**src/rtl/keypad_loader.sv**
```systemverilog
// Keypad entry front end for the microwave timer: debounced key capture,
// 3-digit BCD entry buffer and run/pause/done sequencing of the timer.
module keypad_loader #(
  parameter int DEBOUNCE_CYCLES = 16,
  parameter int QUICK_TENS      = 3
) (
  input  logic       clock,
  input  logic       clrn,
  input  logic       key_valid,
  input  logic [3:0] key_code,
  input  logic       timer_zero,
  output logic [3:0] mins,
  output logic [3:0] sec_tens,
  output logic [3:0] sec_ones,
  output logic       load,
  output logic       timer_en,
  output logic       done,
  output logic       err,
  output logic [2:0] state
);

  typedef enum logic [2:0] {
    IDLE  = 3'd0,
    ENTRY = 3'd1,
    RUN   = 3'd2,
    PAUSE = 3'd3,
    DONE  = 3'd4
  } st_t;

  localparam int CW = $clog2(DEBOUNCE_CYCLES + 1);
  localparam logic [CW-1:0] LAST = CW'(DEBOUNCE_CYCLES - 1);
  localparam logic [3:0] QT = 4'(QUICK_TENS);

  st_t        st, st_n;
  logic       s1, s2, prev, armed;
  logic [CW-1:0] lowc;
  logic [1:0] cnt, cnt_n;
  logic [3:0] m_n, t_n, o_n;
  logic       load_n, err_n, en_n, done_n;
  logic       acc, is_dig, is_start, is_stop;

  assign acc      = s2 & ~prev & armed;
  assign is_dig   = key_code <= 4'd9;
  assign is_start = key_code == 4'hA;
  assign is_stop  = key_code == 4'hB;
  assign state    = st;

  always_comb begin
    st_n   = st;
    cnt_n  = cnt;
    m_n    = mins;
    t_n    = sec_tens;
    o_n    = sec_ones;
    load_n = 1'b0;
    err_n  = 1'b0;
    en_n   = timer_en;
    done_n = done;
    unique case (st)
      IDLE, ENTRY: begin
        if (acc && is_dig) begin
          if (cnt == 2'd3) begin
            err_n = 1'b1;
          end else begin
            m_n   = sec_tens;
            t_n   = sec_ones;
            o_n   = key_code;
            cnt_n = cnt + 2'd1;
            st_n  = ENTRY;
          end
        end else if (acc && is_start) begin
          if (st == IDLE) begin
            m_n    = 4'd0;
            t_n    = QT;
            o_n    = 4'd0;
            load_n = 1'b1;
            en_n   = 1'b1;
            st_n   = RUN;
          end else if (sec_tens <= 4'd5 &&
                       {mins, sec_tens, sec_ones} != 12'd0) begin
            load_n = 1'b1;
            en_n   = 1'b1;
            st_n   = RUN;
          end else begin
            err_n = 1'b1;
            m_n   = 4'd0;
            t_n   = 4'd0;
            o_n   = 4'd0;
            cnt_n = 2'd0;
            st_n  = IDLE;
          end
        end else if (acc && is_stop && st == ENTRY) begin
          m_n   = 4'd0;
          t_n   = 4'd0;
          o_n   = 4'd0;
          cnt_n = 2'd0;
          st_n  = IDLE;
        end
      end
      RUN: begin
        // Completion outranks a STOP landing in the same cycle
        if (timer_zero) begin
          en_n   = 1'b0;
          done_n = 1'b1;
          st_n   = DONE;
        end else if (acc && is_stop) begin
          en_n = 1'b0;
          st_n = PAUSE;
        end
      end
      PAUSE: begin
        if (acc && is_start) begin
          en_n = 1'b1;
          st_n = RUN;
        end else if (acc && is_stop) begin
          m_n   = 4'd0;
          t_n   = 4'd0;
          o_n   = 4'd0;
          cnt_n = 2'd0;
          st_n  = IDLE;
        end
      end
      DONE: begin
        if (acc) begin
          done_n = 1'b0;
          m_n    = 4'd0;
          t_n    = 4'd0;
          o_n    = 4'd0;
          cnt_n  = 2'd0;
          st_n   = IDLE;
        end
      end
      default: st_n = IDLE;
    endcase
  end

  always_ff @(posedge clock or negedge clrn) begin
    if (!clrn) begin
      s1       <= 1'b0;
      s2       <= 1'b0;
      prev     <= 1'b0;
      armed    <= 1'b1;
      lowc     <= '0;
      st       <= IDLE;
      cnt      <= 2'd0;
      mins     <= 4'd0;
      sec_tens <= 4'd0;
      sec_ones <= 4'd0;
      load     <= 1'b0;
      err      <= 1'b0;
      timer_en <= 1'b0;
      done     <= 1'b0;
    end else begin
      s1   <= key_valid;
      s2   <= s1;
      prev <= s2;
      // Re-arm only after an unbroken run of low samples
      if (acc) begin
        armed <= 1'b0;
        lowc  <= '0;
      end else if (!armed) begin
        if (s2) begin
          lowc <= '0;
        end else if (lowc == LAST) begin
          armed <= 1'b1;
          lowc  <= '0;
        end else begin
          lowc <= lowc + 1'b1;
        end
      end
      st       <= st_n;
      cnt      <= cnt_n;
      mins     <= m_n;
      sec_tens <= t_n;
      sec_ones <= o_n;
      load     <= load_n;
      err      <= err_n;
      timer_en <= en_n;
      done     <= done_n;
    end
  end

endmodule

```
**config.mk**
```make
export PLATFORM = sky130hd
export DESIGN_NAME = keypad_loader
export DESIGN_NICKNAME = d
export VERILOG_FILES = /design/src/rtl/keypad_loader.sv
export SDC_FILE = /design/constraint.sdc
export NUM_CORES = 1
export LEC_CHECK = 0
export BUFFER_PORTS_ARGS = -buffer_cell sky130_fd_sc_hd__buf_2
export CAP_MARGIN = 15
export CORE_UTILIZATION = 45
export CTS_CLUSTER_SIZE = 25
export DETAILED_ROUTE_END_ITERATION = 10
export GPL_TIMING_DRIVEN = 0
export PLACE_DENSITY = 0.7
export SYNTH_ARGS = -nofsm -noshare
export SYNTH_HDL_FRONTEND = slang
export SYNTH_SLANG_ARGS = --single-unit
```
**constraint.sdc**
```tcl
create_clock -name clock -period 5.2 [get_ports clock]
set_input_delay 1.04 -clock clock [delete_from_list [all_inputs] [get_ports clock]]
set_output_delay 1.04 -clock clock [all_outputs]
set_load 0.1 [all_outputs]
```
# Word-level counts from Yosys, hierarchy flattened
# Cells that the tools add are included.
# word_totals
register_bits	30
input_bits	8
output_inout_bits	19
wordCells	131
# op_classes
n_addsub	2
order_cmp	2
eq_ne	24
muxes	70
n_bitwise	3
reduce_logical	16
# ops
op	count
$mux W4	15
$pmux W4 S3	3
$mux W3	9
$mux W1	24
$mux W2	11
$mux W5	4
$ne A2 B2 Y1 const B	7
$ne A3 B3 Y1 const B	4
$ne A4 B4 Y1 const B	3
$pmux W3 S4	1
$reduce_bool A12 Y1	1
$eq A4 B4 Y1 const B	2
$reduce_and A8 Y1	1
$reduce_and A7 Y1	1
$eq A3 B2 Y1 const B	2
$pmux W2 S3	1
$reduce_and A6 Y1	1
$reduce_bool A3 Y1	2
$add A5 B1 Y5 const B	1
$eq A5 B4 Y1 const B	1
$logic_and A1 B1 Y1	5
$ne A5 B5 Y1 const B	1
$reduce_and A5 Y1	1
$le A4 B3 Y1 const B	1
14 further kinds	15

# Longest topological paths before layout
# depth
ltp_word	9
ltp_mapped	8
mapped_depth_nobuf	5

# Least setup slack after synthesis
# Ideal clock, no wire load.
# synth_path
path_kind	input-to-reg
from	input key_code[2]
to	register st[0] (netlist: state[0])
t_arrival_ps	2204
path_slack_ps	2871
stages	5
path_buffers	0
cell_sequence	and3b_1 nand2_2 o221a_4 a211o_1 mux2_4
# synth_via
elab_chain_len	5
word_cells_on_any_way	16
# synth_rtl
item	line_no	source
start: declaration	10	input logic [3:0] key_code,
branches (longest 5 deep; another with $le A4 B4 Y1)	n/a	
end signal: assignment	170	st <= st_n;
end: declaration	34	st_t st, st_n;
# Several ways; the timed one is not identified.
# A chain may end at the register's enable or synchronous reset.

# Worst setup path in the final report
# layout_path
from	input key_code[2]
to	register sec_ones[3]
# layout_via
elab_chain_len	5
word_cells_on_any_way	16
# layout_rtl
item	line_no	source
branches (longest 5 deep; another with $le A4 B4 Y1)	n/a	
end signal: assignment	174	sec_ones <= o_n;
end: declaration	14	output logic [3:0] sec_ones,
# Several ways; the timed one is not identified.

==> run metrics <==
outcome=finished, final reports clean; Critical Path RT=5.45 ns; GR Overflow Total=0; total power=0.4421 mW; die height=62.56 um; vias per std cell=5.287; flops & latches, synth=30; placed cells=236; Fin Hold WS=0.3612 ns; Rel. slew slack=56.74%; clock buffer depth=2; nets=207; Filler Cell Count=313; Net Count, Synth=174; post-route setup TNS=0 ns; Post-Syn Instances=164; # port buffers=26; # diodes=0; Skew-Pair Late Insertion Delay=0.32 ns; Post-Route WL=3473 um; sequential share of power=54.2%; Synth Warn #=0; pre-CTS setup slack=2.561 ns; Worst Hold Class=flip-flop to flip-flop; GRT Overall Usage=20.64%; type of destination of the critical path=flip-flop; Final setup viols=0; detailed-route wire length per cell=14.23 um; non-filler cells, final=244; Post-synth top flop=dfrtp_1; H-Tree Level Count=2; io pins=27; Area contributors post-synth=dfrtp_1 44%, mux2i_1 8.5%, inv_1 4.3%; Clock Pin Slew Worst Setup and Hold Paths=0.09 ns; number of synthesized flops with an enable pin=0; Initial Utilization=48.32%; largest net degree at the start of global routing=31; largest area contributor in the netlist=dfrtp_1; Setup CP Type=input pin to flip-flop; DRC=0; Max Freq=440.1 MHz; Root Buffer=clkbuf_4; Cell Pwr Density=230.8 mW/mm^2; Routed Antenna Nets=0; CTS resizes=0; P_sw=0.09894 mW; Avg Cell Area, Syn=10.06 um^2; CP arrival=2.52 ns; Post-CTS Hold Buffers=0; total number of vias=1290; Crit Path Max Fanout=10; vias in the first global route=1336; post-CTS setup buffer count=0; Post-Place Cell Area=0.001838 mm^2; die area=0.003914 mm^2; max_cap viols=0; startpoint types=input pin; DP Wirelength=2663 um; Area Growth Syn to Fin=16.07%; Die W=62.56 um; post-synthesis sequential area ratio=45.56%; combinational fraction of design power=5.2%; CTS tree=done; share of layout cells above drive strength 1=26.77%; Max VDD drop=119.4 uV; Leak Pwr=0.8848 nW; Finished Core Util=56.08%; row cnt=21; Slew @ Worst Pin=0.6431 ns; Initial DRC Count=57; Core Region=0.003416 mm^2; Design Area, Final=0.001916 mm^2; worst setup margin=2.928 ns; clock skew=0.01055 ns; Num CTS Buffers=5; unrepaired setup endpoints after global routing=no; count of different cell masters after synthesis=50; Tmin final=2.272 ns; Post-Syn Area=0.001650 mm^2; CTS Sinks=30; router iterations before antenna repair=4; design internal power=0.3431 mW; Max Slew Vio Count=0; switching share of power=22.38%; antenna violations before repair=0; final period utilization=43.70%; share of the synthesized area in the top cell type=43.97%; Final Hold Viols=0; Post-synth ARST share=100.0%; final RePlAce weighted congestion=0.8562; Clock power frac=40.5%; first-pass GRT wire length=6251 um
[cell usage after synthesis (3+ instances only)]
cell      instances
dfrtp_1          29
inv_1            19
nand2_1          18
mux2i_1          14
nor2_1            8
nor3_1            6
o21ai_0           5
a21oi_1           4
and3b_1           3
nand2b_1          3
nand3_1           3
o31ai_1           3
[sequential cells by signal, summed over array words and instances (netlist names)]
name	count
prev	1
lowc	5
s2	1
mins	4
done	1
load	1
state	3
armed	1
s1	1
timer_en	1
err	1
cnt	2
sec_ones	4
sec_tens	4
[logic make-up (layout without fill, tap and decap cells)]
logic type,Yosys count,after routing,synth area share [%]
DFF,30,30,45.57
muxes,16,16,10.31
buffers and inverters,26,60,7.203
adders and majority gates,2,2,1.516
and+or+nand+nor,59,59,20.55
AOI/OAI and AO/OA,31,31,14.86
[layout by cell type (no fill, tap or decap), types with 2 or more instances in the layout]
master / n
buf_2: 28
nand2_1: 18
clkinv_2: 2
and3b_1: 3
a22o_1: 2
mux2_4: 2
a21oi_1: 4
clkbuf_4: 5
nand3b_1: 2
a221o_1: 2
o21ai_0: 5
nor2_1: 8
clkbuf_1: 2
nand3_1: 3
mux2i_1: 14
o31ai_1: 3
nand2b_1: 3
nor4_1: 2
buf_6: 2
nor3_1: 6
ha_1: 2
a31oi_1: 2
dfrtp_1: 29
and3_1: 2
inv_1: 19
[path summary, 6_finish.rpt]
| kind | from | end | slack, ns | cells past startpoint |
|---|---|---|---|---|
| worst max register to register | armed | sec_ones[3] | 3.18 | 7 |
| worst min-delay path | s1 | s2 | 0.36 | 0 |
| worst min register to register | s1 | s2 | 0.36 | 0 |
| min in group asynchronous | clrn | lowc[3] | 0.73 | 1 |
| worst max-delay path | key_code[2] | sec_ones[3] | 2.93 | 7 |
| max in group asynchronous | clrn | err | 4.04 | 1 |
[power by group through the flow]
| stage | clock network, mW | logic (mW) | registers, mW |
|---|---|---|---|
| after floorplan | 0 | 0.00829 | 0.248 |
| after global placement | 0 | 0.0225 | 0.244 |
| after detailed placement | 0 | 0.0232 | 0.244 |
| after CTS | 0.185 | 0.0236 | 0.240 |
| after global routing | 0.198 | 0.0263 | 0.240 |
| final | 0.179 | 0.0231 | 0.240 |
[critical path, cell delays in order]
cell and delay [ns]:
buf_2 0.12, and3b_1 0.31, and3_1 0.22, o211ai_2 0.14
nor3_4 0.27, buf_6 0.21, mux2i_1 0.19
[metal layers]
layer  vias to the layer above  global-route usage (%)  routed length (um)
li1                        643                       -                   -
met3                         6                   4.927                 149
met4                         0                   8.430                  55
met2                        32                   33.29                1640
met1                       609                   26.54                1628
met5                         -                       0                   0
[area by class of cell]
class | instances | area (um^2) | share of cell area [%]
inverters | 19 | 71.32 | 3.723
multi-input cells | 108 | 779.5 | 40.69
clock inverters | 3 | 40.04 | 2.090
clock buffers | 5 | 37.54 | 1.960
well taps | 46 | 57.56 | 3.005
repair buffers | 26 | 130.1 | 6.793
flip-flops and latches | 30 | 752.0 | 39.26
plain buffers | 7 | 47.55 | 2.482
Note: power is estimated with default switching activity, not from simulation.
